**src/rtl/mem_stage_lsu.sv**
```systemverilog
// ---------------------------------------------------------------------------
// mem_stage_lsu
//   Memory-stage load/store unit. Runs one valid/ready transaction per load or
//   store against a slow backing data memory. It holds the pipeline with StallM
//   until the access completes. It also lane-steers store data and extracts and
//   extends load data.
//
// Ports
//   clk, rst      rising-edge clock, asynchronous active-high reset
//   MemReadM      load in memory stage (wins when MemWriteM is also set)
//   MemWriteM     store in memory stage
//   Funct3M       access size/sign: 000 B, 001 H, 010 W, 100 BU, 101 HU
//   ALUOutM       byte address
//   WriteDataM    store data
//   ReadDataM     formatted load data, non-zero only in DONE for loads
//   StallM        freeze IF..MEM while an access is in flight
//   MisalignM     illegal or misaligned access flag (IDLE only)
//   mem_valid     request valid to memory
//   mem_ready     request accepted by memory
//   mem_we        1 = write request
//   mem_addr      word-aligned request address
//   mem_wdata     lane-steered store data
//   mem_wstrb     byte enables
//   mem_rvalid    read response valid
//   mem_rdata     read response word
//
// Handshake: a request is transferred on a rising edge where mem_valid and
// mem_ready are both 1. mem_valid, mem_addr, mem_we, mem_wdata and mem_wstrb
// are held stable from the first REQ cycle until that edge. A read response
// is consumed on a rising edge where mem_rvalid is 1, but only in the WAIT state.
// ---------------------------------------------------------------------------
module mem_stage_lsu #(
    parameter int ADDR_WIDTH = 32
) (
    input  logic                  clk,
    input  logic                  rst,
    input  logic                  MemReadM,
    input  logic                  MemWriteM,
    input  logic [2:0]            Funct3M,
    input  logic [ADDR_WIDTH-1:0] ALUOutM,
    input  logic [31:0]           WriteDataM,
    output logic [31:0]           ReadDataM,
    output logic                  StallM,
    output logic                  MisalignM,
    output logic                  mem_valid,
    input  logic                  mem_ready,
    output logic                  mem_we,
    output logic [ADDR_WIDTH-1:0] mem_addr,
    output logic [31:0]           mem_wdata,
    output logic [3:0]            mem_wstrb,
    input  logic                  mem_rvalid,
    input  logic [31:0]           mem_rdata
);

    typedef enum logic [1:0] {
        IDLE = 2'd0,
        REQ  = 2'd1,
        WAIT = 2'd2,
        DONE = 2'd3
    } state_t;

    // Current FSM state; kept as a named signal so checkers can bind to it.
    state_t state;

    logic        access;
    logic        legal;
    logic        misaligned;
    logic        go;
    logic        bad;
    logic [1:0]  lane;
    logic [31:0] steer_wdata;
    logic [3:0]  steer_wstrb;

    // Registered copies of the access; the pipeline inputs are not trusted
    // after the IDLE cycle.
    logic [31:0] rdata_q;
    logic [2:0]  funct3_q;
    logic [1:0]  lane_q;
    logic        load_q;

    logic [7:0]  byte_sel;
    logic [15:0] half_sel;
    logic [31:0] load_fmt;

    // ---------------- request decode ----------------
    assign access = MemReadM | MemWriteM;
    assign lane   = ALUOutM[1:0];

    always_comb begin
        legal = 1'b0;
        if (MemReadM) begin
            legal = (Funct3M == 3'b000) || (Funct3M == 3'b001) || (Funct3M == 3'b010) ||
                    (Funct3M == 3'b100) || (Funct3M == 3'b101);
        end else if (MemWriteM) begin
            legal = (Funct3M == 3'b000) || (Funct3M == 3'b001) || (Funct3M == 3'b010);
        end
    end

    // Funct3M[1:0]==01 covers both H and HU.
    assign misaligned = ((Funct3M[1:0] == 2'b01) && lane[0]) ||
                        ((Funct3M == 3'b010) && (lane != 2'b00));

    assign go  = access && legal && !misaligned;
    assign bad = access && !(legal && !misaligned);

    // rst gates the combinational flags so the reset value holds even while
    // the pipeline still presents an access.
    assign MisalignM = !rst && (state == IDLE) && bad;
    assign StallM    = !rst && (((state == IDLE) && go) || (state == REQ) || (state == WAIT));

    // ---------------- store steering ----------------
    always_comb begin
        steer_wdata = WriteDataM;
        steer_wstrb = 4'b1111;
        case (Funct3M[1:0])
            2'b00: begin
                steer_wdata = {4{WriteDataM[7:0]}};
                steer_wstrb = 4'b0001 << lane;
            end
            2'b01: begin
                steer_wdata = {2{WriteDataM[15:0]}};
                steer_wstrb = 4'b0011 << lane;
            end
            default: begin
                steer_wdata = WriteDataM;
                steer_wstrb = 4'b1111;
            end
        endcase
    end

    // ---------------- FSM and request registers ----------------
    always_ff @(posedge clk or posedge rst) begin
        if (rst) begin
            state     <= IDLE;
            mem_valid <= 1'b0;
            mem_we    <= 1'b0;
            mem_wstrb <= 4'b0000;
            mem_wdata <= 32'h0;
            mem_addr  <= '0;
            rdata_q   <= 32'h0;
            funct3_q  <= 3'b000;
            lane_q    <= 2'b00;
            load_q    <= 1'b0;
        end else begin
            case (state)
                IDLE: begin
                    if (go) begin
                        state     <= REQ;
                        mem_valid <= 1'b1;
                        mem_we    <= !MemReadM;
                        mem_addr  <= {ALUOutM[ADDR_WIDTH-1:2], 2'b00};
                        mem_wdata <= MemReadM ? 32'h0 : steer_wdata;
                        mem_wstrb <= MemReadM ? 4'b0000 : steer_wstrb;
                        funct3_q  <= Funct3M;
                        lane_q    <= lane;
                        load_q    <= MemReadM;
                    end
                end
                REQ: begin
                    if (mem_ready) begin
                        mem_valid <= 1'b0;
                        mem_we    <= 1'b0;
                        mem_wstrb <= 4'b0000;
                        state     <= load_q ? WAIT : DONE;
                    end
                end
                WAIT: begin
                    if (mem_rvalid) begin
                        rdata_q <= mem_rdata;
                        state   <= DONE;
                    end
                end
                DONE: begin
                    state <= IDLE;
                end
                default: state <= IDLE;
            endcase
        end
    end

    // ---------------- load formatting ----------------
    always_comb begin
        byte_sel = rdata_q[7:0];
        case (lane_q)
            2'd1:    byte_sel = rdata_q[15:8];
            2'd2:    byte_sel = rdata_q[23:16];
            2'd3:    byte_sel = rdata_q[31:24];
            default: byte_sel = rdata_q[7:0];
        endcase
    end

    assign half_sel = lane_q[1] ? rdata_q[31:16] : rdata_q[15:0];

    always_comb begin
        load_fmt = rdata_q;
        case (funct3_q)
            3'b000:  load_fmt = {{24{byte_sel[7]}}, byte_sel};
            3'b100:  load_fmt = {24'h0, byte_sel};
            3'b001:  load_fmt = {{16{half_sel[15]}}, half_sel};
            3'b101:  load_fmt = {16'h0, half_sel};
            default: load_fmt = rdata_q;
        endcase
    end

    assign ReadDataM = ((state == DONE) && load_q) ? load_fmt : 32'h0;

endmodule

```
**config.mk**
```make
export PLATFORM = sky130hd
export DESIGN_NAME = mem_stage_lsu
export DESIGN_NICKNAME = d
export VERILOG_FILES = /design/src/rtl/mem_stage_lsu.sv
export SDC_FILE = /design/constraint.sdc
export NUM_CORES = 1
export LEC_CHECK = 0
export ABC_AREA = 1
export BUFFER_PORTS_ARGS = -buffer_cell sky130_fd_sc_hd__buf_4
export CORE_ASPECT_RATIO = 1.25
export CORE_UTILIZATION = 49
export CTS_CLUSTER_SIZE = 12
export DETAILED_ROUTE_END_ITERATION = 10
export PLACE_DENSITY = 0.8
export SLEW_MARGIN = 20
export SYNTH_ARGS = -nofsm -noshare
export SYNTH_HDL_FRONTEND = slang
export SYNTH_SLANG_ARGS = --single-unit
```
**constraint.sdc**
```tcl
create_clock -name clk -period 3.9 [get_ports clk]
set_input_delay 0.195 -clock clk [delete_from_list [all_inputs] [get_ports clk]]
set_output_delay 0.195 -clock clk [all_outputs]
set_load 0.05 [all_outputs]
```
==> impl_metrics.tcl <==
set metrics [dict create \
    pin_count 209 \
    final_cell_count_no_fill 988 \
    drt-met1-wl_mm 5.83 \
    slew_headroom 0.387 \
    synth_seq_cells 108 \
    p_leak_uw 0.00395 \
    arrival_ps 2580 \
    antenna_found_initial 0 \
    numCtsBuffers 9 \
    cts_root_buf "clkbuf_16" \
    period_needed_ps 2770 \
    finalCoreUtilization 0.674 \
    dr_wl_met2_mm 7.23 \
    ys_seq_area_frac 0.501 \
    power_uw 6560 \
    die_w_um 95.8 \
    path_max_fanout 67 \
    status "finished clean" \
    vias 5203 \
    grt_max_degree 68 \
    drive_above_1_share 0.319 \
    routed_via_density 5.27 \
    cp-end-kind "primary output" \
    max_freq_mhz 361 \
    grt_pass1_wl_mm 23.7 \
    finalCritPeriodShare 0.711 \
    areaGrowthSynthToFinish_pct 33.4 \
    start_util 0.505 \
    clkSinkCount 108 \
    cts_htree_levels 3 \
    ant_nets 0 \
    wl_per_cell_um 14.9 \
    maxUsedRoutingLayer "met4" \
    path_class "flip-flop to primary output" \
    dp_cells 971 \
    post-route-drc-count 0 \
    port_buffers 206 \
    place.detailed.hpwl_mm 10.8 \
    maxCapViolations 0 \
    power.ir.vdd_worst_mv 0.591 \
    maxSlewViolCount 0 \
    cts_buffer_depth 2 \
    cts_tree "yes" \
    finClkSkew_ps 7.11 \
    pwr_density_cell_nw_per_um2 911 \
    hold_viol_final 0 \
    hold_ws_ps 49.3 \
    crit_required_ps 3700 \
    rsz0062_at_grt "false" \
    place_congestion 0.890 \
    setup_violations 0 \
    num_antenna_cells 0 \
    finalSetupTns_ps 0 \
    die_h_um 119 \
    grt-ovfl-total 0 \
    synth.distinct_cells 30 \
    fin_nets 960 \
    tightest_slew_ps 919 \
    avgSynthCellArea_um2 8.13 \
    ys_warn_count 0 \
    synth_area_um2 5390 \
    grt_pass1_vias 5039 \
    clkLatencyLatePin_ps 340 \
    clk_pin_slew_ps 70 \
    die_area_um2 11400 \
    drt_iter0_drc 230 \
    first_pass_iters 5 \
    grt_usage 0.268 \
    routed_wl_mm 14.7 \
    syn_inst 663 \
    startpoint_type "flip-flop" \
    row_count 42 \
    min-delay-path-class "input pin to flip-flop" \
    core_um2 10700 \
    wl_met3_mm 1.31 \
]
placed cells by master (no fill, tap or decap), types with 3 or more instances in the layout:
master       n
nand2_1    218
buf_4      209
dfrtp_1    108
nor2_1      67
inv_1       50
o21ai_0     39
a21oi_1     38
nand3_1     34
mux2_2      21
o21ai_2     10
clkbuf_16    9
a22oi_1      8
o211ai_1     6
nand2_2      4
or2_2        4
ha_1         4
inv_2        3
synth_stat cells (all sizes together):
cell | count | share of area
nand2 | 222 | 0.16
dfrtp | 108 | 0.50
nor2 | 68 | 0.049
inv | 56 | 0.039
o21ai | 49 | 0.052
a21oi | 40 | 0.039
nand3 | 35 | 0.033
buf | 27 | 0.039
mux2 | 21 | 0.044
a22oi | 8 | 0.011
clkbuf | 7 | 0.0049
o211ai | 6 | 0.0084
ha | 4 | 0.0093
or2 | 4 | 0.0046
nand4 | 2 | 0.0023
nor3 | 2 | 0.0019
a31oi | 1 | 0.0012
clkinv | 1 | 0.00070
conb | 1 | 0.00070
o21a | 1 | 0.0014
cell type report:
cell class	instances	area (um^2)
Clock inverter	4	32.5
Tap cell	132	165
Timing Repair Buffer	210	1580
Fill cell	877	3470
Multi-Input combinational cell	465	2240
Inverter	57	220
Clock buffer	12	256
Sequential cell	108	2700
critical path, stage by stage, from the launching register on:
cell and delay [ps]:
dfrtp_1 440, inv_1 120, ha_1 170, inv_1 90, nor2_4 120, clkinv_2 690
a21oi_2 350, buf_4 230
metal layers:
metal | GRT usage | vias up
met4 | 0.0998 | 0
met1 | 0.335 | 2424
met2 | 0.443 | 271
met5 | 0 | -
li1 | - | 2477
met3 | 0.0677 | 31
where the power goes:
group | switching [uW] | total [uW] | internal, uW
logic | 2560 | 3660 | 1110
registers | 380 | 2020 | 1640
clock network | 397 | 869 | 472
total | 3340 | 6560 | 3220
registers in the layout, indices dropped and copies added (netlist names):
name,count
rdata_q,32
mem_we,1
funct3_q,3
mem_wstrb,4
mem_addr,30
mem_wdata,32
mem_valid,1
state,2
load_q,1
lane_q,2
final timing paths:
| kind | to | start | depth (start not counted) | slack, ps |
|---|---|---|---|---|
| min in group asynchronous | rdata_q[11]$_DFFE_PP0P_ | rst | 3 | 490 |
| max in group asynchronous | rdata_q[27]$_DFFE_PP0P_ | rst | 4 | 2170 |
| setup reg to reg | mem_wdata[0]$_DFFE_PP0P_ | state[0]$_DFFE_PP0P_ | 7 | 1510 |
| setup / recovery | StallM | state[0]$_DFFE_PP0P_ | 7 | 1130 |
| hold / removal | mem_addr[20]$_DFFE_PP0P_ | ALUOutM[20] | 3 | 50 |
| hold reg to reg | mem_addr[31]$_DFFE_PP0P_ | mem_addr[31]$_DFFE_PP0P_ | 2 | 480 |
per-stage QoR:
step	setup slack (ps)	instance area, um^2
final	1130	7190
after detailed placement	1370	6890
after floorplan	392	5390
after CTS	1280	7190
after global placement	1470	6890
after global routing	955	7190
kinds of logic (layout without fill, tap and decap cells):
logic type / Yosys count / count (layout) / share of synthesized area
simple gates: 333 / 333 / 0.247
fa+ha+maj: 4 / 4 / 0.00929
buf+inv: 91 / 283 / 0.0843
other cells: 1 / 2 / 0.000696
flops: 108 / 108 / 0.501
compound gates: 105 / 105 / 0.113
mux: 21 / 21 / 0.0439
timing repair:
item	in CTS	in global routing
hold buffers	1	0
gates resized for setup	0	0
setup buffers	0	0
hold endpoints to repair	42	0
(Power assumes the default switching activity.)
